<file path="src/rtl/mult_pkg.sv">
// Shared definitions for the sequential multiplier: FSM state encoding and
// a two's-complement negate usable at any width up to MAX_W bits.
package mult_pkg;

  typedef enum logic [1:0] {
    ST_IDLE = 2'd0,
    ST_RUN  = 2'd1,
    ST_DONE = 2'd2
  } state_t;

  // Widest value the negate helper handles: a 2*32-bit product.
  localparam int MAX_W = 64;

  // Callers zero-extend into MAX_W bits and cast the result back down; the
  // low bits of a wide negate equal the narrow negate.
  function automatic logic [MAX_W-1:0] twos_neg(input logic [MAX_W-1:0] x);
    return ~x + 64'd1;
  endfunction

endpackage

</file>
<file path="src/rtl/seq_multiplier_mag_conv.sv">
// Operand magnitude/sign split: for signed operands with MSB set, returns the
// two's negate as an unsigned WIDTH-bit magnitude (most-negative maps exactly).
module mag_conv
  import mult_pkg::*;
#(
  parameter int WIDTH = 4
) (
  input  logic [WIDTH-1:0] value,
  input  logic             signed_mode,
  output logic [WIDTH-1:0] mag,
  output logic             sign
);

  assign sign = signed_mode & value[WIDTH-1];
  assign mag  = sign ? WIDTH'(twos_neg(MAX_W'(value))) : value;

endmodule

</file>
<file path="src/rtl/seq_multiplier.sv">
// Radix-2 shift-add multiplier with start/busy/done handshake; signed mode
// multiplies magnitudes and negates the finished product when signs differ.
module seq_multiplier
  import mult_pkg::*;
#(
  parameter  int WIDTH = 4,
  localparam int CNT_W = $clog2(WIDTH + 1)
) (
  input  logic             clk,
  input  logic             rst_n,
  input  logic             start,
  input  logic             signed_mode,
  input  logic [WIDTH-1:0] A,
  input  logic [WIDTH-1:0] B,
  output logic             busy,
  output logic             done,
  output logic [WIDTH-1:0] product_low,
  output logic [WIDTH-1:0] product_high
);

  state_t             state;
  logic [WIDTH-1:0]   mcand;
  logic [WIDTH-1:0]   acc;
  logic [WIDTH-1:0]   mplier;
  logic [CNT_W-1:0]   cnt;
  logic               neg;

  logic [WIDTH-1:0]   mag_a, mag_b;
  logic               sign_a, sign_b;
  logic [WIDTH:0]     sum;
  logic [2*WIDTH-1:0] shifted;
  logic [2*WIDTH-1:0] final_prod;
  logic               last_step;

  mag_conv #(.WIDTH(WIDTH)) u_mag_a (
    .value       (A),
    .signed_mode (signed_mode),
    .mag         (mag_a),
    .sign        (sign_a)
  );

  mag_conv #(.WIDTH(WIDTH)) u_mag_b (
    .value       (B),
    .signed_mode (signed_mode),
    .mag         (mag_b),
    .sign        (sign_b)
  );

  // One iteration: conditional add into the upper half (carry kept in
  // sum[WIDTH]), then the whole {acc, mplier} register shifts right by one.
  assign sum        = {1'b0, acc} + (mplier[0] ? {1'b0, mcand} : '0);
  assign shifted    = {sum, mplier[WIDTH-1:1]};
  assign final_prod = neg ? (2*WIDTH)'(twos_neg(MAX_W'(shifted))) : shifted;
  assign last_step  = (cnt == CNT_W'(WIDTH - 1));

  // NOTE: every register here uses non-blocking assignment so all updates in
  // a clock edge see the pre-edge values, matching the hardware flops.
  always_ff @(posedge clk or negedge rst_n) begin
    if (!rst_n) begin
      state        <= ST_IDLE;
      busy         <= 1'b0;
      done         <= 1'b0;
      product_low  <= '0;
      product_high <= '0;
      mcand        <= '0;
      acc          <= '0;
      mplier       <= '0;
      cnt          <= '0;
      neg          <= 1'b0;
    end else begin
      case (state)
        ST_IDLE, ST_DONE: begin
          done <= 1'b0;
          if (start) begin
            state  <= ST_RUN;
            busy   <= 1'b1;
            mcand  <= mag_a;
            mplier <= mag_b;
            acc    <= '0;
            cnt    <= '0;
            neg    <= sign_a ^ sign_b;
          end else begin
            state <= ST_IDLE;
          end
        end
        ST_RUN: begin
          acc    <= sum[WIDTH:1];
          mplier <= {sum[0], mplier[WIDTH-1:1]};
          cnt    <= cnt + CNT_W'(1);
          if (last_step) begin
            state        <= ST_DONE;
            busy         <= 1'b0;
            done         <= 1'b1;
            product_low  <= final_prod[WIDTH-1:0];
            product_high <= final_prod[2*WIDTH-1:WIDTH];
          end
        end
        default: begin
          state <= ST_IDLE;
          busy  <= 1'b0;
          done  <= 1'b0;
        end
      endcase
    end
  end

endmodule

</file>
<file path="config.mk">
export PLATFORM = sky130hd
export DESIGN_NAME = seq_multiplier
export DESIGN_NICKNAME = d
export VERILOG_FILES = /design/src/rtl/mult_pkg.sv /design/src/rtl/seq_multiplier_mag_conv.sv /design/src/rtl/seq_multiplier.sv
export SDC_FILE = /design/constraint.sdc
export NUM_CORES = 1
export LEC_CHECK = 0
export BUFFER_PORTS_ARGS = -buffer_cell sky130_fd_sc_hd__buf_4
export CORE_MARGIN = 4
export CORE_UTILIZATION = 50
export DETAILED_ROUTE_END_ITERATION = 12
export PLACE_DENSITY = 0.71
export SLEW_MARGIN = 20
export SYNTH_ARGS = -nofsm -noshare
export SYNTH_HDL_FRONTEND = slang
export SYNTH_HIERARCHICAL = 1
export SYNTH_SLANG_ARGS = --single-unit
</file>
<file path="constraint.sdc">
create_clock -name clk -period 3.6 [get_ports clk]
set_input_delay 0.36 -clock clk [delete_from_list [all_inputs] [get_ports clk]]
set_output_delay 0.36 -clock clk [all_outputs]
set_load 0.01 [all_outputs]
</file>
# Word-level counts from Yosys, hierarchy flattened
# Index checks and enable logic that the tools add are counted.
[word_totals]
regBits = 28
in_bits = 12
output_inout_bits = 10
[op_classes]
n_addsub = 5
eq_ne = 5
muxes = 18
bitwise = 6
reduce_logical = 7
[ops]
columns = ["op", "n"]
rows = [
  ["4-bit two-way mux", 5],
  ["4-bit one-hot mux with 2 select lines", 2],
  ["4-bit by 1-bit adder with 4-bit output, second input constant", 2],
  ["8-bit by 1-bit adder with 8-bit output, second input constant", 1],
  ["8-bit two-way mux", 1],
  ["4-bit inverter", 2],
  ["8-bit inverter", 1],
  ["2-bit AND reduction", 4],
  ["3-bit one-hot mux with 2 select lines", 1],
  ["4-bit by 4-bit adder with 5-bit output", 1],
  ["1-bit two-way mux", 5],
  ["2-bit != test, second input constant", 2],
  ["2-bit one-hot mux with 2 select lines", 1],
  ["3-bit by 1-bit adder with 3-bit output, second input constant", 1],
  ["3-bit by 2-bit == test with 1-bit output, second input constant", 1],
  ["3-bit two-way mux", 1],
  ["1-bit AND", 2],
  ["2-bit by 1-bit == test with 1-bit output, second input constant", 1],
  ["2-bit == test, second input constant", 1],
  ["2-bit zero test", 1],
  ["2-bit two-way mux", 1],
  ["1-bit one-hot mux with 2 select lines", 1],
  ["2-bit nonzero test", 1],
  ["2-bit OR reduction", 1],
  ["1-bit bitwise XOR", 1],
]

# Logic depth before layout (Yosys ltp)
[depth]
word_depth = 5
depth_mapped = 7
ltp_nobuf = 7

# Cells and area by module
# Netlist, hierarchy kept.
[modules_own_cells]
columns = ["mod", "n_inst", "cells_per_inst", "area_per_inst_um2", "seq_area_each_um2"]
rows = [
  ["seq_multiplier", 1, 137, 1431.4, 675.6],
  ["mag_conv", 2, 11, 73.8, 0.0],
]

# Worst setup path before layout
# No wires, ideal clock.
[synth_timing]
kind = "register to register"
start = "reg mplier[0]"
end = "reg product_high[3]"
setup_time_ns = 0.132
arrival_ns = 2.125
t_required_ns = 3.468
path_slack_ns = 1.343
path_stages_with_launch = 8
path_buffers = 0
synth_period_minus_slack_ns = 2.257
path_cell_list = "dfrtp_1 and2_1 ha_1 fa_1 xor2_1 or4_4 a222oi_1 nand3_1"
[synth_via]
elab_chain_len = 5
[synth_lines]
columns = ["element", "line", "text"]
rows = [
  ["start: declaration", "seq_multiplier.sv:24", "logic [WIDTH-1:0] mplier;"],
  ["start signal: assignment", "seq_multiplier.sv:78", "mplier <= mag_b;"],
  ["start signal: assignment", "seq_multiplier.sv:88", "mplier <= {sum[0], mplier[WIDTH-1:1]};"],
  ["4-bit two-way mux *", "seq_multiplier.sv:51", "assign sum = {1'b0, acc} + (mplier[0] ? {1'b0, mcand} : '0);"],
  ["4-bit by 4-bit adder with 5-bit output *", "seq_multiplier.sv:51", ""],
  ["8-bit inverter", "mult_pkg.sv:17", "return ~x + 64'd1;"],
  ["8-bit by 1-bit adder with 8-bit output", "mult_pkg.sv:17", ""],
  ["8-bit two-way mux *", "seq_multiplier.sv:53", "assign final_prod = neg ? (2*WIDTH)'(twos_neg(MAX_W'(shifted))) : shifted;"],
  ["end signal: assignment", "seq_multiplier.sv:95", "product_high <= final_prod[2*WIDTH-1:WIDTH];"],
  ["end: declaration", "seq_multiplier.sv:18", "output logic [WIDTH-1:0] product_high"],
]
# Every way passes the cells marked *; elsewhere a longest branch is shown, timed or not.
# A chain may end at the register's enable or synchronous reset.

# Final worst setup path
# Ends and elaborated chain as after synthesis.

==> results_dict.tcl <==
set metrics [dict create \
    number_of_buffers_between_clock_root_and_the_deepest_sink 2 \
    cts_root_buf "clkbuf_4" \
    portBuffers 21 \
    grt-ovfl-total 0 \
    post_route_cells_drive_above_1_share_pct 20.5 \
    critPathMaxStageDelay_ns 0.50 \
    antenna_cells 0 \
    ys_seq_elements 27 \
    startpoint_type "flop" \
    m1WireLength_mm 1.38 \
    routed-via-count 1195 \
    final_design_area_no_fill_um2 1770 \
    grt_pass1_wl_mm 5.24 \
    detailed_placer_s_ending_hpwl_mm 2.34 \
    fp.coreArea_um2 3030 \
    layout_cells_excl_fill 220 \
    route.final.wire_length_mm 2.99 \
    area.growth.synth_to_final_pct 12.2 \
    clkSlewWorstSetupHoldPaths_ns 0.15 \
    ys_seq_area_share_pct 42.8 \
    max-cap-violations 0 \
    highest_layer_used_for_signal_routing "met4" \
    dr_wl_met2_mm 1.46 \
    gp_routability_congestion 0.777 \
    timing.clock.skew_ns 0.00552 \
    cell_with_the_largest_stage_delay_on_the_worst_path "or4_4" \
    post_synth_instance_area_um2 1580 \
    final_common_cell "dfrtp_1" \
    dr_wl_met3_um 115 \
    netlist_instances 159 \
    finalCritPeriodShare_pct 67.1 \
    overall_die_area_um2 4120 \
    setup_viol 0 \
    synthesis.area_per_instance_um2 9.93 \
    drt_iter0_drc 54 \
    cts_inserted_buffers 3 \
    post_detailed_route_count_of_antenna_violating_nets 0 \
    path_cells "and2_1, ha_1, fa_1, xor2_1, or4_4, a222oi_1, nand3_1" \
    synth.distinct_cells 37 \
    timing.setup.critical_path_class "flop to flop" \
    post-route-min-period_ns 2.42 \
    cts-htree-levels 1 \
    ys.warnings.count 6 \
    finalHoldViolations 0 \
    final-max-slew-violation-count 0 \
    fin_tns_setup_ns 0 \
    postPlaceCellArea_um2 1740 \
    dieHeight_um 64.2 \
    drc 0 \
    final_cell_mix "27 x dfrtp_1, 21 x buf_4, 13 x nand2_1" \
    floorplan.io_pins 22 \
    nets_finish 199 \
    slew-limit-headroom_pct 58.6 \
    worstPathRequired_ns 3.81 \
    antenna_found_initial 0 \
    globalRouteTotalUtil_pct 15.7 \
    detail_route.vias_per_cell 5.43 \
    placedCellCount 215 \
    cts_tree "yes" \
    initial_utilization_pct 52.1 \
    cts.sinks 27 \
    pin_count_of_the_biggest_net_entering_global_routing 28 \
    max_clock_freq_mhz 414 \
    min-delay-path-class "input port to flop" \
    tightest_slew_ns 0.619 \
    fp-row-count 20 \
    grt_setup_unrepaired "false" \
    worstSetupEndpointType "flop" \
    clk_latency_ns 0.32 \
    die-width_um 64.2 \
    reg2reg_setup_slack_ns 1.18 \
    powerDensity_nw_per_um2 833 \
    drt-pass1-iter-count 4 \
    status "complete, no violations" \
    power.ir.vdd_worst_uv 272 \
    first_global_vias 1248 \
    critPathArrivalTime_ns 2.63 \
    post_cts.repair.setup_buffers 0 \
    drt-wirelength-per-cell_um 13.6 \
    power_leakage_nw 0.846 \
    critical_path_peak_fanout 5 \
    synthesis.nets 181 \
]
power by group:
part           internal (W)  leakage [nW]  switching, W
logic              0.000379         0.498      0.000400
clock network     0.0000433        0.0150     0.0000884
registers          0.000442         0.333      0.000123
registers in the layout, indices dropped and copies added (netlist names):
name,cells
neg,1
cnt,3
acc,4
mplier,4
product_high,4
state,1
busy,1
mcand,4
product_low,4
done,1
metrics by stage:
| stage | util (%) | power (W) | hold WS, ns | setup WS, ns |
|---|---|---|---|---|
| 6_report | 58.5 | 0.00148 | 0.291 | 1.18 |
| 5_1_grt | 58.5 | 0.00161 | 0.280 | 1.13 |
| 4_1_cts | 58.5 | 0.00149 | 0.283 | 1.20 |
| 3_5_place_dp | 57.3 | 0.00136 | 0.293 | 1.23 |
| 3_3_place_gp | 57.3 | 0.00132 | 0.287 | 1.29 |
| 2_1_floorplan | - | 0.00115 | 0.0644 | 1.34 |
area by class of cell:
class,instances,area (um^2)
Multi-Input combinational cell,114,813
Inverter,9,33.8
Timing Repair Buffer,22,168
Sequential cell,27,676
Fill cell,266,1260
Tap cell,44,55.1
Clock buffer,4,26.3
what timing repair did:
action	in CTS	in global routing
gates resized for setup	0	0
endpoints found under the hold margin	27	0
hold buffers	1	0
worst paths after layout:
| check | start | end | cells past startpoint |
|---|---|---|---|
| min in group asynchronous | rst_n | acc[3]$_DFFE_PN0P_ | 2 |
| max | mplier[0]$_DFFE_PN0P_ | product_high[3]$_DFFE_PN0P_ | 7 |
| max reg2reg | mplier[0]$_DFFE_PN0P_ | product_high[3]$_DFFE_PN0P_ | 7 |
| max in group asynchronous | rst_n | product_low[2]$_DFFE_PN0P_ | 2 |
| min reg2reg | product_high[2]$_DFFE_PN0P_ | product_high[2]$_DFFE_PN0P_ | 2 |
| min | A[0] | mcand[0]$_DFFE_PN0P_ | 2 |
critical path, delay by kind of cell, from the launching register on:
| family | cells | cell delay [ns] |
|---|---|---|
| AO/OA/AOI/OAI | 1 | 0.30 |
| XOR/XNOR | 1 | 0.20 |
| adder cells (fa/ha/maj) | 2 | 0.62 |
| flip-flops | 1 | 0.43 |
| AND/OR/NAND/NOR | 3 | 0.77 |
synthesized netlist by cell type:
| master | instances | area share (%) |
|---|---|---|
| a22o_1 | 4 | 2.2 |
| nand2b_1 | 2 | 0.79 |
| or3_1 | 1 | 0.40 |
| nand2b_2 | 1 | 0.55 |
| a21oi_1 | 2 | 0.63 |
| and3_1 | 1 | 0.40 |
| nand2_1 | 13 | 3.1 |
| xnor2_1 | 4 | 2.2 |
| nand4_1 | 1 | 0.40 |
| ha_1 | 9 | 7.1 |
| o31ai_1 | 3 | 1.4 |
| mux2_2 | 8 | 5.7 |
| a31oi_1 | 3 | 1.2 |
| a211o_1 | 2 | 1.1 |
| nand3_1 | 7 | 2.2 |
| buf_6 | 1 | 0.71 |
| o21ai_1 | 7 | 2.2 |
| o22ai_1 | 5 | 2.0 |
| inv_1 | 8 | 1.9 |
| dfrtp_1 | 27 | 43 |
| or4_4 | 1 | 0.71 |
| nor2b_1 | 1 | 0.40 |
| and4_1 | 1 | 0.55 |
| clkbuf_1 | 4 | 0.95 |
| nor2_1 | 8 | 1.9 |
| inv_2 | 1 | 0.24 |
| o21ai_0 | 7 | 2.2 |
| o41ai_1 | 1 | 0.55 |
| or3_4 | 1 | 0.71 |
| fa_1 | 1 | 1.3 |
| mux2i_1 | 1 | 0.63 |
| nand3b_1 | 4 | 1.9 |
| buf_4 | 4 | 1.9 |
| and2_1 | 8 | 3.2 |
| a21o_1 | 2 | 0.95 |
| xor2_1 | 4 | 2.2 |
| a222oi_1 | 1 | 0.63 |
kinds of logic after synthesis:
kind of cell	Yosys count	synth area share, %
flops	27	42.8
buf+inv	18	5.70
fa+ha+maj	10	8.40
compound gates	37	15.1
mux	9	6.34
xor+xnor	8	4.44
simple gates	50	17.2
routing by layer:
metal / GRT usage, % / vias to the layer above
met2: 28.9 / 29
met1: 18.6 / 568
met5: 0 / -
met3: 2.11 / 2
li1: - / 596
met4: 5.54 / 0
Note: power is estimated with default switching activity, not from simulation.
